$ cat config.mk
export PLATFORM = sky130hd
export DESIGN_NAME = muldiv_unit_flat
export DESIGN_NICKNAME = d
export VERILOG_FILES = /design/src/rtl/muldiv_pkg.sv /design/src/rtl/muldiv_if.sv /design/src/rtl/muldiv_unit.sv /design/src/flat_wrapper.sv
export SDC_FILE = /design/constraint.sdc
export NUM_CORES = 1
export LEC_CHECK = 0
export ABC_AREA = 0
export ABC_CLOCK_PERIOD_IN_PS = 4800
export CORE_UTILIZATION = 61
export CTS_BUF_LIST = sky130_fd_sc_hd__clkbuf_16
export DETAILED_ROUTE_END_ITERATION = 7
export PLACE_DENSITY = 0.84
export RECOVER_POWER = 100
export SYNTH_ARGS = -nofsm -noshare
export SYNTH_HDL_FRONTEND = slang
export SYNTH_SLANG_ARGS = --single-unit
$ cat constraint.sdc
create_clock -name clk -period 4.8 [get_ports clk]
set_input_delay 1.44 -clock clk [delete_from_list [all_inputs] [get_ports clk]]
set_output_delay 1.44 -clock clk [all_outputs]
set_load 0.03 [all_outputs]
$ cat src/rtl/muldiv_pkg.sv
// muldiv_pkg: shared types and constants for the RV32M iterative mul/div unit.
// Holds the funct3 opcode enum, FSM state enum and special result values.
package muldiv_pkg;

  localparam int XLEN  = 32;
  localparam int ITERS = 32;

  localparam logic [XLEN-1:0] DIV0_QUOT = 32'hFFFF_FFFF;
  localparam logic [XLEN-1:0] INT_MIN   = 32'h8000_0000;

  typedef enum logic [2:0] {
    OP_MUL    = 3'b000,
    OP_MULH   = 3'b001,
    OP_MULHSU = 3'b010,
    OP_MULHU  = 3'b011,
    OP_DIV    = 3'b100,
    OP_DIVU   = 3'b101,
    OP_REM    = 3'b110,
    OP_REMU   = 3'b111
  } muldiv_op_e;

  typedef enum logic [1:0] {
    S_IDLE,
    S_CALC,
    S_FIX,
    S_DONE
  } muldiv_state_e;

endpackage

$ cat src/rtl/muldiv_if.sv
// muldiv_if: request/response bundle between the issue stage and muldiv_unit.
// master drives the request, slave (the unit) drives status and result.
interface muldiv_if;
  import muldiv_pkg::*;

  logic            start;
  logic            flush;
  logic [2:0]      funct3;
  logic [XLEN-1:0] op_a;
  logic [XLEN-1:0] op_b;
  logic [4:0]      rd_in;
  logic            busy;
  logic            done;
  logic [XLEN-1:0] result;
  logic [4:0]      rd_out;
  logic            rfwrite_out;

  modport master (
    output start, flush, funct3,
    output op_a, op_b, rd_in,
    input  busy, done, result,
    input  rd_out, rfwrite_out
  );

  modport slave (
    input  start, flush, funct3,
    input  op_a, op_b, rd_in,
    output busy, done, result,
    output rd_out, rfwrite_out
  );

endinterface

$ cat src/rtl/muldiv_unit.sv
// muldiv_unit: iterative RV32M multiply/divide (shift-add, restoring divide).
// Define MULDIV_FAST_PATH_EN to let trivial cases skip CALC/FIX.
module muldiv_unit
  import muldiv_pkg::*;
(
  input  logic     clk,
  input  logic     rst,
  muldiv_if.slave  bus
);

  localparam int CW = $clog2(ITERS) + 1;

  muldiv_state_e     r_state;
  muldiv_state_e     w_next;
  muldiv_op_e        r_op;
  muldiv_op_e        w_op;
  logic [4:0]        r_rd;
  logic [4:0]        r_rd_out;
  logic [XLEN-1:0]   r_mc;
  logic [XLEN-1:0]   r_result;
  logic [2*XLEN-1:0] r_acc;
  logic [CW-1:0]     r_cnt;
  logic              r_neg_q;
  logic              r_neg_r;
  logic              r_div0;
  logic              r_is_div;

  logic              w_accept;
  logic              w_sa;
  logic              w_sb;
  logic              w_neg_a;
  logic              w_neg_b;
  logic [XLEN-1:0]   w_abs_a;
  logic [XLEN-1:0]   w_abs_b;
  logic [XLEN:0]     w_madd;
  logic [XLEN:0]     w_shift;
  logic              w_ge;
  logic [XLEN-1:0]   w_sub;
  logic [2*XLEN-1:0] w_step;

  function automatic logic [XLEN-1:0] fix_result(
    input muldiv_op_e        op,
    input logic [2*XLEN-1:0] acc,
    input logic              neg_q,
    input logic              neg_r,
    input logic              div0
  );
    logic [2*XLEN-1:0] prod;
    logic [XLEN-1:0]   quo;
    logic [XLEN-1:0]   rem;
    logic [XLEN-1:0]   res;
    prod = neg_q ? -acc : acc;
    quo  = neg_q ? -acc[XLEN-1:0] : acc[XLEN-1:0];
    rem  = neg_r ? -acc[2*XLEN-1:XLEN] : acc[2*XLEN-1:XLEN];
    res  = prod[XLEN-1:0];
    unique case (op)
      OP_MUL:    res = prod[XLEN-1:0];
      OP_MULH,
      OP_MULHSU,
      OP_MULHU:  res = prod[2*XLEN-1:XLEN];
      OP_DIV,
      OP_DIVU:   res = div0 ? DIV0_QUOT : quo;
      OP_REM,
      OP_REMU:   res = rem;
      default:   res = prod[XLEN-1:0];
    endcase
    return res;
  endfunction

  always_comb begin
    w_op     = muldiv_op_e'(bus.funct3);
    w_accept = (r_state == S_IDLE) && bus.start && !bus.flush;
    w_sa     = !(w_op == OP_MULHU || w_op == OP_DIVU ||
                 w_op == OP_REMU);
    w_sb     = (w_op == OP_MUL || w_op == OP_MULH ||
                w_op == OP_DIV || w_op == OP_REM);
    w_neg_a  = w_sa && bus.op_a[XLEN-1];
    w_neg_b  = w_sb && bus.op_b[XLEN-1];
    w_abs_a  = w_neg_a ? -bus.op_a : bus.op_a;
    w_abs_b  = w_neg_b ? -bus.op_b : bus.op_b;
  end

  // mul: acc = {partial, multiplier}; div: acc = {remainder, dividend/quotient}
  always_comb begin
    w_madd  = {1'b0, r_acc[2*XLEN-1:XLEN]} +
              (r_acc[0] ? {1'b0, r_mc} : '0);
    w_shift = r_acc[2*XLEN-1:XLEN-1];
    w_ge    = w_shift >= {1'b0, r_mc};
    w_sub   = w_shift[XLEN-1:0] - r_mc;
    w_step  = {w_madd, r_acc[XLEN-1:1]};
    if (r_is_div) begin
      if (w_ge)
        w_step = {w_sub, r_acc[XLEN-2:0], 1'b1};
      else
        w_step = {r_acc[2*XLEN-2:0], 1'b0};
    end
  end

`ifdef MULDIV_FAST_PATH_EN
  logic            w_fast;
  logic [XLEN-1:0] w_fast_val;
  logic            w_b0;
  logic            w_ovf;

  always_comb begin
    w_fast     = 1'b0;
    w_fast_val = '0;
    w_b0       = (bus.op_b == '0);
    w_ovf      = (bus.op_a == INT_MIN) && (bus.op_b == '1);
    unique case (w_op)
      OP_MUL, OP_MULH,
      OP_MULHSU, OP_MULHU: begin
        w_fast     = (bus.op_a == '0) || w_b0;
        w_fast_val = '0;
      end
      OP_DIV, OP_REM: begin
        w_fast     = w_b0 || w_ovf;
        w_fast_val = w_b0 ? ((w_op == OP_DIV) ? DIV0_QUOT : bus.op_a)
                          : ((w_op == OP_DIV) ? INT_MIN : '0);
      end
      OP_DIVU, OP_REMU: begin
        w_fast     = w_b0;
        w_fast_val = (w_op == OP_DIVU) ? DIV0_QUOT : bus.op_a;
      end
      default: begin
        w_fast     = 1'b0;
        w_fast_val = '0;
      end
    endcase
  end
`endif

  always_comb begin
    w_next = r_state;
    unique case (r_state)
      S_IDLE: begin
        if (w_accept) begin
`ifdef MULDIV_FAST_PATH_EN
          w_next = w_fast ? S_DONE : S_CALC;
`else
          w_next = S_CALC;
`endif
        end
      end
      S_CALC: if (r_cnt == CW'(ITERS - 1)) w_next = S_FIX;
      S_FIX:  w_next = S_DONE;
      S_DONE: w_next = S_IDLE;
      default: w_next = S_IDLE;
    endcase
    if (bus.flush) w_next = S_IDLE;
  end

  always_ff @(posedge clk) begin
    if (rst) begin
      r_state  <= S_IDLE;
      r_op     <= OP_MUL;
      r_rd     <= '0;
      r_rd_out <= '0;
      r_mc     <= '0;
      r_result <= '0;
      r_acc    <= '0;
      r_cnt    <= '0;
      r_neg_q  <= 1'b0;
      r_neg_r  <= 1'b0;
      r_div0   <= 1'b0;
      r_is_div <= 1'b0;
    end else begin
      r_state <= w_next;
      if (w_accept) begin
        r_op     <= w_op;
        r_rd     <= bus.rd_in;
        r_neg_q  <= w_neg_a ^ w_neg_b;
        r_neg_r  <= w_neg_a;
        r_div0   <= (bus.op_b == '0);
        r_is_div <= bus.funct3[2];
        r_cnt    <= '0;
        r_acc    <= {{XLEN{1'b0}},
                     bus.funct3[2] ? w_abs_a : w_abs_b};
        r_mc     <= bus.funct3[2] ? w_abs_b : w_abs_a;
`ifdef MULDIV_FAST_PATH_EN
        if (w_fast) begin
          r_result <= w_fast_val;
          r_rd_out <= bus.rd_in;
        end
`endif
      end
      if (r_state == S_CALC && !bus.flush) begin
        r_acc <= w_step;
        r_cnt <= r_cnt + 1'b1;
      end
      if (r_state == S_FIX && !bus.flush) begin
        r_result <= fix_result(r_op, r_acc, r_neg_q,
                               r_neg_r, r_div0);
        r_rd_out <= r_rd;
      end
    end
  end

  assign bus.busy        = (r_state != S_IDLE);
  assign bus.done        = (r_state == S_DONE);
  assign bus.rfwrite_out = (r_state == S_DONE);
  assign bus.result      = r_result;
  assign bus.rd_out      = r_rd_out;

endmodule

$ cat src/flat_wrapper.sv
// flat-port wrapper written by rule: the top's interface ports become plain ports
module muldiv_unit_flat import muldiv_pkg::*;
  (clk, rst, bus_start, bus_flush, bus_funct3, bus_op_a, bus_op_b, bus_rd_in, bus_busy, bus_done, bus_result, bus_rd_out, bus_rfwrite_out);
  muldiv_if bus_i ();
  input  logic clk;
  input  logic rst;
  input wire logic [$bits(bus_i.start)-1:0] bus_start;
  input wire logic [$bits(bus_i.flush)-1:0] bus_flush;
  input wire logic [$bits(bus_i.funct3)-1:0] bus_funct3;
  input wire logic [$bits(bus_i.op_a)-1:0] bus_op_a;
  input wire logic [$bits(bus_i.op_b)-1:0] bus_op_b;
  input wire logic [$bits(bus_i.rd_in)-1:0] bus_rd_in;
  output wire logic [$bits(bus_i.busy)-1:0] bus_busy;
  output wire logic [$bits(bus_i.done)-1:0] bus_done;
  output wire logic [$bits(bus_i.result)-1:0] bus_result;
  output wire logic [$bits(bus_i.rd_out)-1:0] bus_rd_out;
  output wire logic [$bits(bus_i.rfwrite_out)-1:0] bus_rfwrite_out;
  assign bus_i.start = bus_start;
  assign bus_i.flush = bus_flush;
  assign bus_i.funct3 = bus_funct3;
  assign bus_i.op_a = bus_op_a;
  assign bus_i.op_b = bus_op_b;
  assign bus_i.rd_in = bus_rd_in;
  assign bus_busy = bus_i.busy;
  assign bus_done = bus_i.done;
  assign bus_result = bus_i.result;
  assign bus_rd_out = bus_i.rd_out;
  assign bus_rfwrite_out = bus_i.rfwrite_out;
  muldiv_unit u_core (.clk(clk), .rst(rst), .bus(bus_i));
endmodule
**After elaboration in Yosys (flattened, before gate mapping)**

Index checks and enable logic that the tools add are counted.

- Register bits after elaboration: 153
- Input bits: 76
- Output and inout port bits: 40
- Logic and storage cells: 84

- $add $sub $neg: 8
- $lt $le $gt $ge: 1
- Equality and inequality tests: 19
- Multiplexer cells: 19
- Bitwise logic cells: 1
- Reduce and logical (&&, ||, !) cells: 24

Operators by type and width:

| cell | count |
|---|---|
| $mux W64 | 5 |
| $mux W32 | 8 |
| $neg A32 Y32 | 4 |
| $pmux W32 S4 | 1 |
| $neg A64 Y64 | 1 |
| $add A32 B33 Y33 | 1 |
| $ge A33 B32 Y1 | 1 |
| $logic_not A32 Y1 | 1 |
| $sub A32 B32 Y32 | 1 |
| $eq A3 B3 Y1 const B | 8 |
| $mux W6 | 2 |
| $eq A3 B2 Y1 const B | 3 |
| $pmux W2 S4 | 1 |
| $add A6 B1 Y6 const B | 1 |
| $eq A3 B1 Y1 const B | 2 |
| $eq A6 B5 Y1 const B | 1 |
| $logic_and A1 B1 Y1 | 6 |
| $logic_not A3 Y1 | 2 |
| $reduce_or A2 Y1 | 3 |
| $logic_or A1 B1 Y1 | 5 |
| $eq A2 B2 Y1 const B | 2 |
| $mux W2 | 2 |
| $ne A2 B1 Y1 const B | 2 |
| $reduce_bool A2 Y1 | 2 |
| 6 further kinds | 7 |

**Logic depth before layout (Yosys ltp)**

Gate-level depths: netlist (run 1).

- Depth in word-level cells: 9
- Depth in mapped cells: 16
- Mapped depth without buffers: 14

**Least setup slack after synthesis (run 1)**

No wires, ideal clock.

- Kind: in2reg
- From: input bus_op_a[10]
- To: register u_core.r_acc[30]
- Setup time: 0.122 ns
- Arrival time: 4.137 ns
- Required time: 4.678 ns
- Slack: 0.541 ns
- Cell stages on the path: 9
- Path buffers: 0
- Cell sequence: or3_4 > or4_4 > nor4b_4 > or4b_4 > or4_4 > o21ai_2 > xor2_1 > o21ai_1 > a221o_1

- Cells in the longest elaborated chain, start to end: 5

RTL lines:

| item | line | RTL |
|---|---|---|
| start, declared | flat_wrapper.sv:10 | `input wire logic [$bits(bus_i.op_a)-1:0] bus_op_a;` |
| $neg A32 Y32 | muldiv_unit.sv:79 | `w_abs_a = w_neg_a ? -bus.op_a : bus.op_a;` |
| $mux W32 | muldiv_unit.sv:79 |  |
| $mux W32 | muldiv_unit.sv:178 | `bus.funct3[2] ? w_abs_a : w_abs_b};` |
| $mux W64 | muldiv_unit.sv:169 | `if (w_accept) begin` |
| $mux W64 | muldiv_unit.sv:187 | `if (r_state == S_CALC && !bus.flush) begin` |
| end signal, assigned | muldiv_unit.sv:177 | `r_acc <= {{XLEN{1'b0}},` |
| end signal, assigned | muldiv_unit.sv:188 | `r_acc <= w_step;` |
| end, declared | muldiv_unit.sv:21 | `logic [2*XLEN-1:0] r_acc;` |

No other way between the ends. The select of a mux whose other input is x is not followed.
A chain may end at the register's enable or synchronous reset.

**Final worst setup path (run 1)**

Ends and elaborated chain as after synthesis.

==> reports/qor.tcl, run 1 <==
set qor(number_of_setup_violations_in_the_final_report) 0
set qor(place_ws_ns) -0.0117
set qor(fmaxAchievable_mhz) 222
set qor(clock_tree.root_cell) {sky130_fd_sc_hd__clkbuf_16}
set qor(first_global_vias) 15300
set qor(ant_nets) 0
set qor(dieArea_um2) 25000
set qor(cp_data_required_time_ns) 5.13
set qor(setup.worst_path.end_class) {register}
set qor(cts.reportedPaths.clkPinSlew_ns) 0.08
set qor(clk-insertion-delay-late_ns) 0.46
set qor(ir_drop_v) 0.000230
set qor(placementRows) 56
set qor(post-route-period-util) 0.938
set qor(post-route-cell-area_um2) 16900
set qor(netlist_top_cells_count) {sky130_fd_sc_hd__nor2_1 (244), sky130_fd_sc_hd__nand2_1 (230), sky130_fd_sc_hd__a21oi_1 (188)}
set qor(synth.lib_cells_used.distinct) 80
set qor(tritoncts.num_buffers) 17
set qor(unrepaired_setup_endpoints_after_global_routing) {no}
set qor(setup.worst_path.start_class) {primary input}
set qor(worstHoldStart) {u_core.bus.result[25]}
set qor(grt_util_met3) 0.0974
set qor(worst_slack_ns) 0.295
set qor(postSynthRegisterBits) 152
set qor(diodes) 0
set qor(start_util) 0.629
set qor(synth_cells) 2110
set qor(met1_usage) 0.555
set qor(leakagePower_nw) 6.74
set qor(synth.net_count) 2262
set qor(grt_util_all_layers) 0.439
set qor(postSynthAreaPerCell_um2) 7.06
set qor(power_density_nw_per_um2) 238
set qor(critical-path-max-stage-delay_ns) 0.49
set qor(viasPerCell) 6.80
set qor(worst_hold_slack_ns) 0.440
set qor(critical-path-top-cell-by-count) {sky130_fd_sc_hd__or4_1}
set qor(yosysWarnings) 0
set qor(buffer_ports.inserted) 115
set qor(cts-root-to-sink-buffers) 2
set qor(drv.max_cap_violation_count) 1
set qor(synth_area_leaders) {sky130_fd_sc_hd__dfxtp_1 (20%), sky130_fd_sc_hd__a21oi_1 (6.3%), sky130_fd_sc_hd__ha_1 (6.2%), sky130_fd_sc_hd__nor2_1 (6.1%), sky130_fd_sc_hd__nand2_1 (5.8%)}
set qor(grt_start_max_net_pins) 96
set qor(netlist.area_leader.share) 0.204
set qor(count_of_non_filler_cells_in_the_finished_layout) 2488
set qor(timing.hold.worst.class) {register to register}
set qor(grt-busiest-layer) {met2}
set qor(timing.final.max_slew_violations) 96
set qor(worst_slew_pin_slew_ns) 1.98
set qor(placed_cells_incl_taps) 2456
set qor(run_status) {finished with violations}
set qor(grt_first_pass_wirelength_um) 83900
set qor(crit_path_top_delay_cell) {sky130_fd_sc_hd__or4b_1}
set qor(finalClockSkew_ns) 0.0241
set qor(dieHeight_um) 158
set qor(layout-drive-gt1-share) 0.0544
set qor(timing.critical_path.cells) {clkdlybuf4s50_1, or3_4, or4_1, nor4b_1, or4b_1, or4_1, o21ai_2, xor2_1, o21ai_1, a221o_1}
set qor(cts_tree) {done}
set qor(setup_tns_ns) 0
set qor(slew-limit-headroom) -0.322
set qor(grt_overflow) 0
set qor(globalplace.congestion) 1.05
set qor(cell_type_contributing_the_most_total_cell_area_after_synthesis) {sky130_fd_sc_hd__dfxtp_1}
set qor(drt-pass1-iter-count) 7
set qor(design.core.area_um2) 23700
set qor(ctsHtreeMaxLevel) 4
set qor(drt-total-wl_um) 55200
set qor(cts_hold_repair.buffers) 0
set qor(yosys.cell_count.top_type) {sky130_fd_sc_hd__nor2_1}
set qor(startpoint) {bus_op_a[10]}
set qor(dr.first_iter.drc_count) 2163
set qor(dpl-instance-area_um2) 16400
set qor(timing.setup.critical_path_class) {primary input to register}
set qor(synth_edf_count) 0
set qor(post-route-drc-count) 0
set qor(final_nets) 2308
set qor(die_x_um) 158
set qor(cts.repair_timing.setup_buffer_count) 0
set qor(syn_to_layout_area_delta_pct) 13.7
set qor(number_of_gates_resized_after_cts) 0
set qor(netlist_area_um2) 14900
set qor(postSynth.asyncResetShare) 0
set qor(failing_checks) {capacitance limit, slew limit}
set qor(flip_flop_cell_with_the_highest_count_after_synthesis) {sky130_fd_sc_hd__dfxtp_1}
set qor(post_drt_wl_per_cell_um) 22.2
set qor(pin_count) 116
set qor(detailroute.via_count) 16900
set qor(r2r-start) {u_core.r_acc[50]}
set qor(detailed_place_hpwl_um) 41700
set qor(critical_path.max_fanout) 2
set qor(met2_track_utilization_from_global_routing) 0.686
set qor(antenna_violations_before_repair) 0
set qor(clkSinkCount) 152
set qor(ys_seq_area_frac) 0.204
set qor(worst_ep_arrival_time_ns) 4.83
set qor(timing.final.hold_violations) 0
set qor(timing.final.crit_period_ns) 4.50
-- metrics by stage --
step | utilization | power, mW
2_1_floorplan | - | 2.16
3_3_place_gp | 0.692 | 2.55
3_5_place_dp | 0.692 | 2.57
4_1_cts | 0.719 | 3.98
5_1_grt | 0.715 | 4.15
6_report | 0.715 | 4.03
-- power by group --
group / internal, mW / switching, mW / total (mW)
Clock: 0.714 / 0.724 / 1.44
Sequential: 1.31 / 0.0858 / 1.39
Combinational: 0.437 / 0.757 / 1.19
Total: 2.46 / 1.57 / 4.03
-- worst max-delay path, delay by kind of cell --
family | cells | cell delay, ns
and+or+nand+nor | 5 | 2.19
AOI/OAI and AO/OA | 3 | 0.57
buffers and inverters | 1 | 0.42
xor gates and xnor gates | 1 | 0.21
-- cells in the final DEF (no fill, tap or decap), drive strengths merged, types with 66 or more instances in the layout --
| cell | count |
|---|---|
| nor2 | 244 |
| nand2 | 230 |
| a21oi | 188 |
| o21ai | 154 |
| dfxtp | 152 |
| xor2 | 93 |
| a211oi | 91 |
| xnor2 | 84 |
| ha | 74 |
| clkdlybuf4s50 | 72 |
| inv | 66 |
-- worst paths after layout --
kind                           endpoint  slack [ns]  depth (start not counted)
setup / recovery       u_core.r_acc[30]        0.30                         10
hold / removal    u_core.bus.result[25]        0.44                          2
setup reg to reg       u_core.r_acc[54]        0.42                         12
hold reg to reg   u_core.bus.result[25]        0.44                          2
-- per-layer routing --
layer | share of wire | up-vias
met5 | 0 | -
met4 | 0.062 | 0
met3 | 0.11 | 226
met2 | 0.43 | 1089
met1 | 0.39 | 7831
li1 | - | 7775
-- flip-flops by register name (all words and copies together) (netlist names) --
name               count
u_core.r_acc          64
u_core.bus.result     32
u_core.r_mc           32
u_core.r_cnt           6
u_core.bus.rd_out      5
u_core.r_rd            5
u_core.r_op            2
u_core.r_state         2
u_core.r_div0          1
u_core.r_is_div        1
u_core.r_neg_q         1
u_core.r_neg_r         1
-- kinds of logic (layout without fill, tap and decap cells) --
logic type,Yosys count,count (layout),share of synthesized area
multiplexers,55,55,0.0371
buffers and inverters,222,281,0.0566
flip-flops,152,152,0.204
adder cells (fa/ha/maj),76,76,0.0649
XOR/XNOR,177,177,0.104
AO/OA/AOI/OAI,713,713,0.311
AND/OR/NAND/NOR,715,715,0.222
-- area by class of cell --
class,count,area (um2)
Clock buffer,17,425
Tap cell,319,399
Sequential cell,152,3050
Clock inverter,15,201
Inverter,62,233
Timing Repair Buffer,187,1640
Fill cell,2105,6750
Multi-Input combinational cell,1736,11000
Power figures use the tool's default switching activity.
==> inputs of run 2 (changes only) <==
- CORE_ASPECT_RATIO: unset -> 0.8
==> reports/qor.tcl, run 2 (synthesis results as in run 1) <==
set qor(design.core.area_um2) 23600 ;# was 23,700 um2
set qor(detailed_place_hpwl_um) 41800 ;# was 41,700 um
set qor(finalClockSkew_ns) 0.0197 ;# was 0.0241 ns
set qor(drt-pass1-iter-count) 6 ;# was 7
set qor(first_global_vias) 15300 ;# unchanged
set qor(fill_cells) 1990 ;# was 2,105
set qor(timing.hold.worst.class) {register to register} ;# unchanged
set qor(post-route-drc-count) 0 ;# unchanged
set qor(layout-drive-gt1-share) 0.0513 ;# was 0.0544
set qor(slew-limit-headroom) -0.299 ;# was -0.322
set qor(timing.final.max_slew_violations) 96 ;# unchanged
set qor(fmaxAchievable_mhz) 222 ;# about the same
set qor(run_status) {finished with violations} ;# unchanged
set qor(drt-total-wl_um) 55400 ;# was 55,200 um
set qor(dieArea_um2) 25000 ;# about the same
set qor(grt_first_pass_wirelength_um) 85500 ;# was 83,900 um
set qor(regMostFlops) {u_core.r_acc} ;# unchanged
set qor(start_util) 0.630 ;# was 0.629
set qor(leakagePower_nw) 6.69 ;# was 6.74 nW
set qor(ff_latch_area_um2) 3050 ;# unchanged
set qor(r2r-start) {u_core.r_acc[49]} ;# was u_core.r_acc[50]
set qor(cts_hold_repair.buffers) 0 ;# unchanged
set qor(clkSinkCount) 152 ;# unchanged
set qor(setup.worst_path.start_class) {primary input} ;# unchanged
set qor(worst_slew_pin_slew_ns) 1.95 ;# was 1.98 ns
set qor(final_core_utilization) 0.713 ;# was 0.715
set qor(viasPerCell) 6.80 ;# about the same
set qor(post-route-period-util) 0.939 ;# was 0.938
set qor(cts-root-to-sink-buffers) 2 ;# unchanged
set qor(ant_nets) 0 ;# unchanged
set qor(r2r_slack_ns) 0.45 ;# was 0.42 ns
set qor(post_drt_wl_per_cell_um) 22.4 ;# was 22.2 um
set qor(globalplace.congestion) 1.06 ;# was 1.05
set qor(worstHoldStart) {u_core.bus.result[25]} ;# unchanged
set qor(ff2ff_path_depth) 11 ;# was 12
set qor(ctsHtreeMaxLevel) 4 ;# unchanged
set qor(timing.final.crit_period_ns) 4.51 ;# was 4.50 ns
set qor(critical_path.max_fanout) 4 ;# was 2
set qor(buffer_ports.inserted) 115 ;# unchanged
set qor(clk-insertion-delay-late_ns) 0.47 ;# was 0.46 ns
set qor(final_nets) 2304 ;# was 2,308
set qor(cts.reportedPaths.clkPinSlew_ns) 0.08 ;# about the same
set qor(drv.max_cap_violation_count) 1 ;# unchanged
set qor(ir_drop_v) 0.000250 ;# was 0.000230 V
set qor(worst_ep_arrival_time_ns) 4.85 ;# was 4.83 ns
set qor(timing.final.hold_violations) 0 ;# unchanged
set qor(worst_setup_path_endpoint) {u_core.r_acc[30]} ;# unchanged
set qor(setup_tns_ns) 0 ;# unchanged
set qor(cp_data_required_time_ns) 5.14 ;# was 5.13 ns
set qor(area_occupied_by_multi_input_gates_um2) 11000 ;# about the same
set qor(power_density_nw_per_um2) 237 ;# was 238 nW/um2
set qor(post-route-cell-area_um2) 16900 ;# about the same
set qor(detailroute.via_count) 16900 ;# about the same
set qor(clock_tree.root_cell) {sky130_fd_sc_hd__clkbuf_16} ;# unchanged
set qor(failing_checks) {capacitance limit, slew limit} ;# unchanged
set qor(dr.first_iter.drc_count) 2200 ;# was 2,163
set qor(critical_path.reg2reg.endpoint) {u_core.r_acc[55]} ;# was u_core.r_acc[54]
set qor(mostFrequentLayoutCells) {sky130_fd_sc_hd__nor2_1 (242), sky130_fd_sc_hd__nand2_1 (230), sky130_fd_sc_hd__a21oi_1 (188)} ;# was sky130_fd_sc_hd__nor2_1 (243), sky130_fd_sc_hd__nand2_1 (230), sky130_fd_sc_hd__a21oi_1 (188)
set qor(power.total_mw) 4.00 ;# was 4.03 mW
set qor(number_of_gates_resized_after_cts) 0 ;# unchanged
set qor(unrepaired_setup_endpoints_after_global_routing) {no} ;# unchanged
set qor(startpoint) {bus_op_a[10]} ;# unchanged
set qor(grt_util_all_layers) 0.438 ;# was 0.439
set qor(dieHeight_um) 142 ;# was 158 um
set qor(cts_tree) {done} ;# unchanged
set qor(timing.setup.critical_path_class) {primary input to register} ;# unchanged
set qor(pin_count) 116 ;# unchanged
set qor(die_x_um) 177 ;# was 158 um
set qor(cts.repair_timing.setup_buffer_count) 0 ;# unchanged
set qor(syn_to_layout_area_delta_pct) 13.3 ;# was 13.7%
set qor(number_of_setup_violations_in_the_final_report) 0 ;# unchanged
set qor(dpl-instance-area_um2) 16400 ;# about the same
set qor(most_frequent_standard_cell_in_the_layout_excluding_fill_and_tap_cells) {sky130_fd_sc_hd__nor2_1} ;# unchanged
set qor(flip_flop_count_of_the_largest_register_after_layout) 64 ;# unchanged
set qor(antenna_violations_before_repair) 1 ;# was 0
set qor(placementRows) 50 ;# was 56
set qor(grt_overflow) 0 ;# unchanged
set qor(worst_hold_slack_ns) 0.433 ;# was 0.440 ns
set qor(grt_start_max_net_pins) 96 ;# unchanged
set qor(setup.worst_path.end_class) {register} ;# unchanged
set qor(tritoncts.num_buffers) 17 ;# unchanged
run 2: how the worst min path moves through the flow:
stage	end	slack [ns]	depth (start not counted)
floorplan	u_core.r_mc[30]	0.43	2
global placement	u_core.bus.result[25]	0.42	2
detailed placement	u_core.bus.result[25]	0.43	2
CTS	u_core.bus.result[25]	0.44	2
global route	u_core.bus.rd_out[2]	0.47	2
finish	u_core.bus.result[25]	0.43	2
run 2: final cells by class:
type / count / area share
Antenna cell: 1 / 0.000148
Clock buffer: 17 / 0.0252
Clock inverter: 15 / 0.0105
Inverter: 62 / 0.0138
Multi-Input combinational cell: 1736 / 0.652
Sequential cell: 152 / 0.181
Tap cell: 312 / 0.0231
Timing Repair Buffer: 183 / 0.0943
run 2: where the power goes:
group | switching [mW] | internal [mW] | total [mW]
combinational | 0.732 | 0.434 | 1.17
clock | 0.694 | 0.747 | 1.44
sequential | 0.0883 | 1.31 | 1.40
run 2: routing by layer:
layer,GRT usage,up-vias,part of all wire
met5,0,-,0
met4,0.184,0,0.039
met3,0.0954,168,0.13
met2,0.662,1148,0.43
met1,0.598,7767,0.40
li1,-,7770,-
run 2: critical path, stage by stage:
cell and delay (ns):
sky130_fd_sc_hd__clkdlybuf4s50_1 0.43, sky130_fd_sc_hd__or3_1 0.43, sky130_fd_sc_hd__or4_1 0.47, sky130_fd_sc_hd__nor4b_4 0.38
sky130_fd_sc_hd__or4b_1 0.49, sky130_fd_sc_hd__or4_4 0.44, sky130_fd_sc_hd__o21ai_2 0.15, sky130_fd_sc_hd__xor2_1 0.19
sky130_fd_sc_hd__o21ai_1 0.09, sky130_fd_sc_hd__a221o_1 0.34
run 2: stage by stage:
stage / setup slack, ns / std cells
6_report: 0.294 / 2478
5_1_grt: 0.108 / 2477
4_1_cts: 0.357 / 2477
3_5_place_dp: -0.0994 / 2445
3_3_place_gp: -0.0740 / 2445
2_1_floorplan: 0.541 / 2110
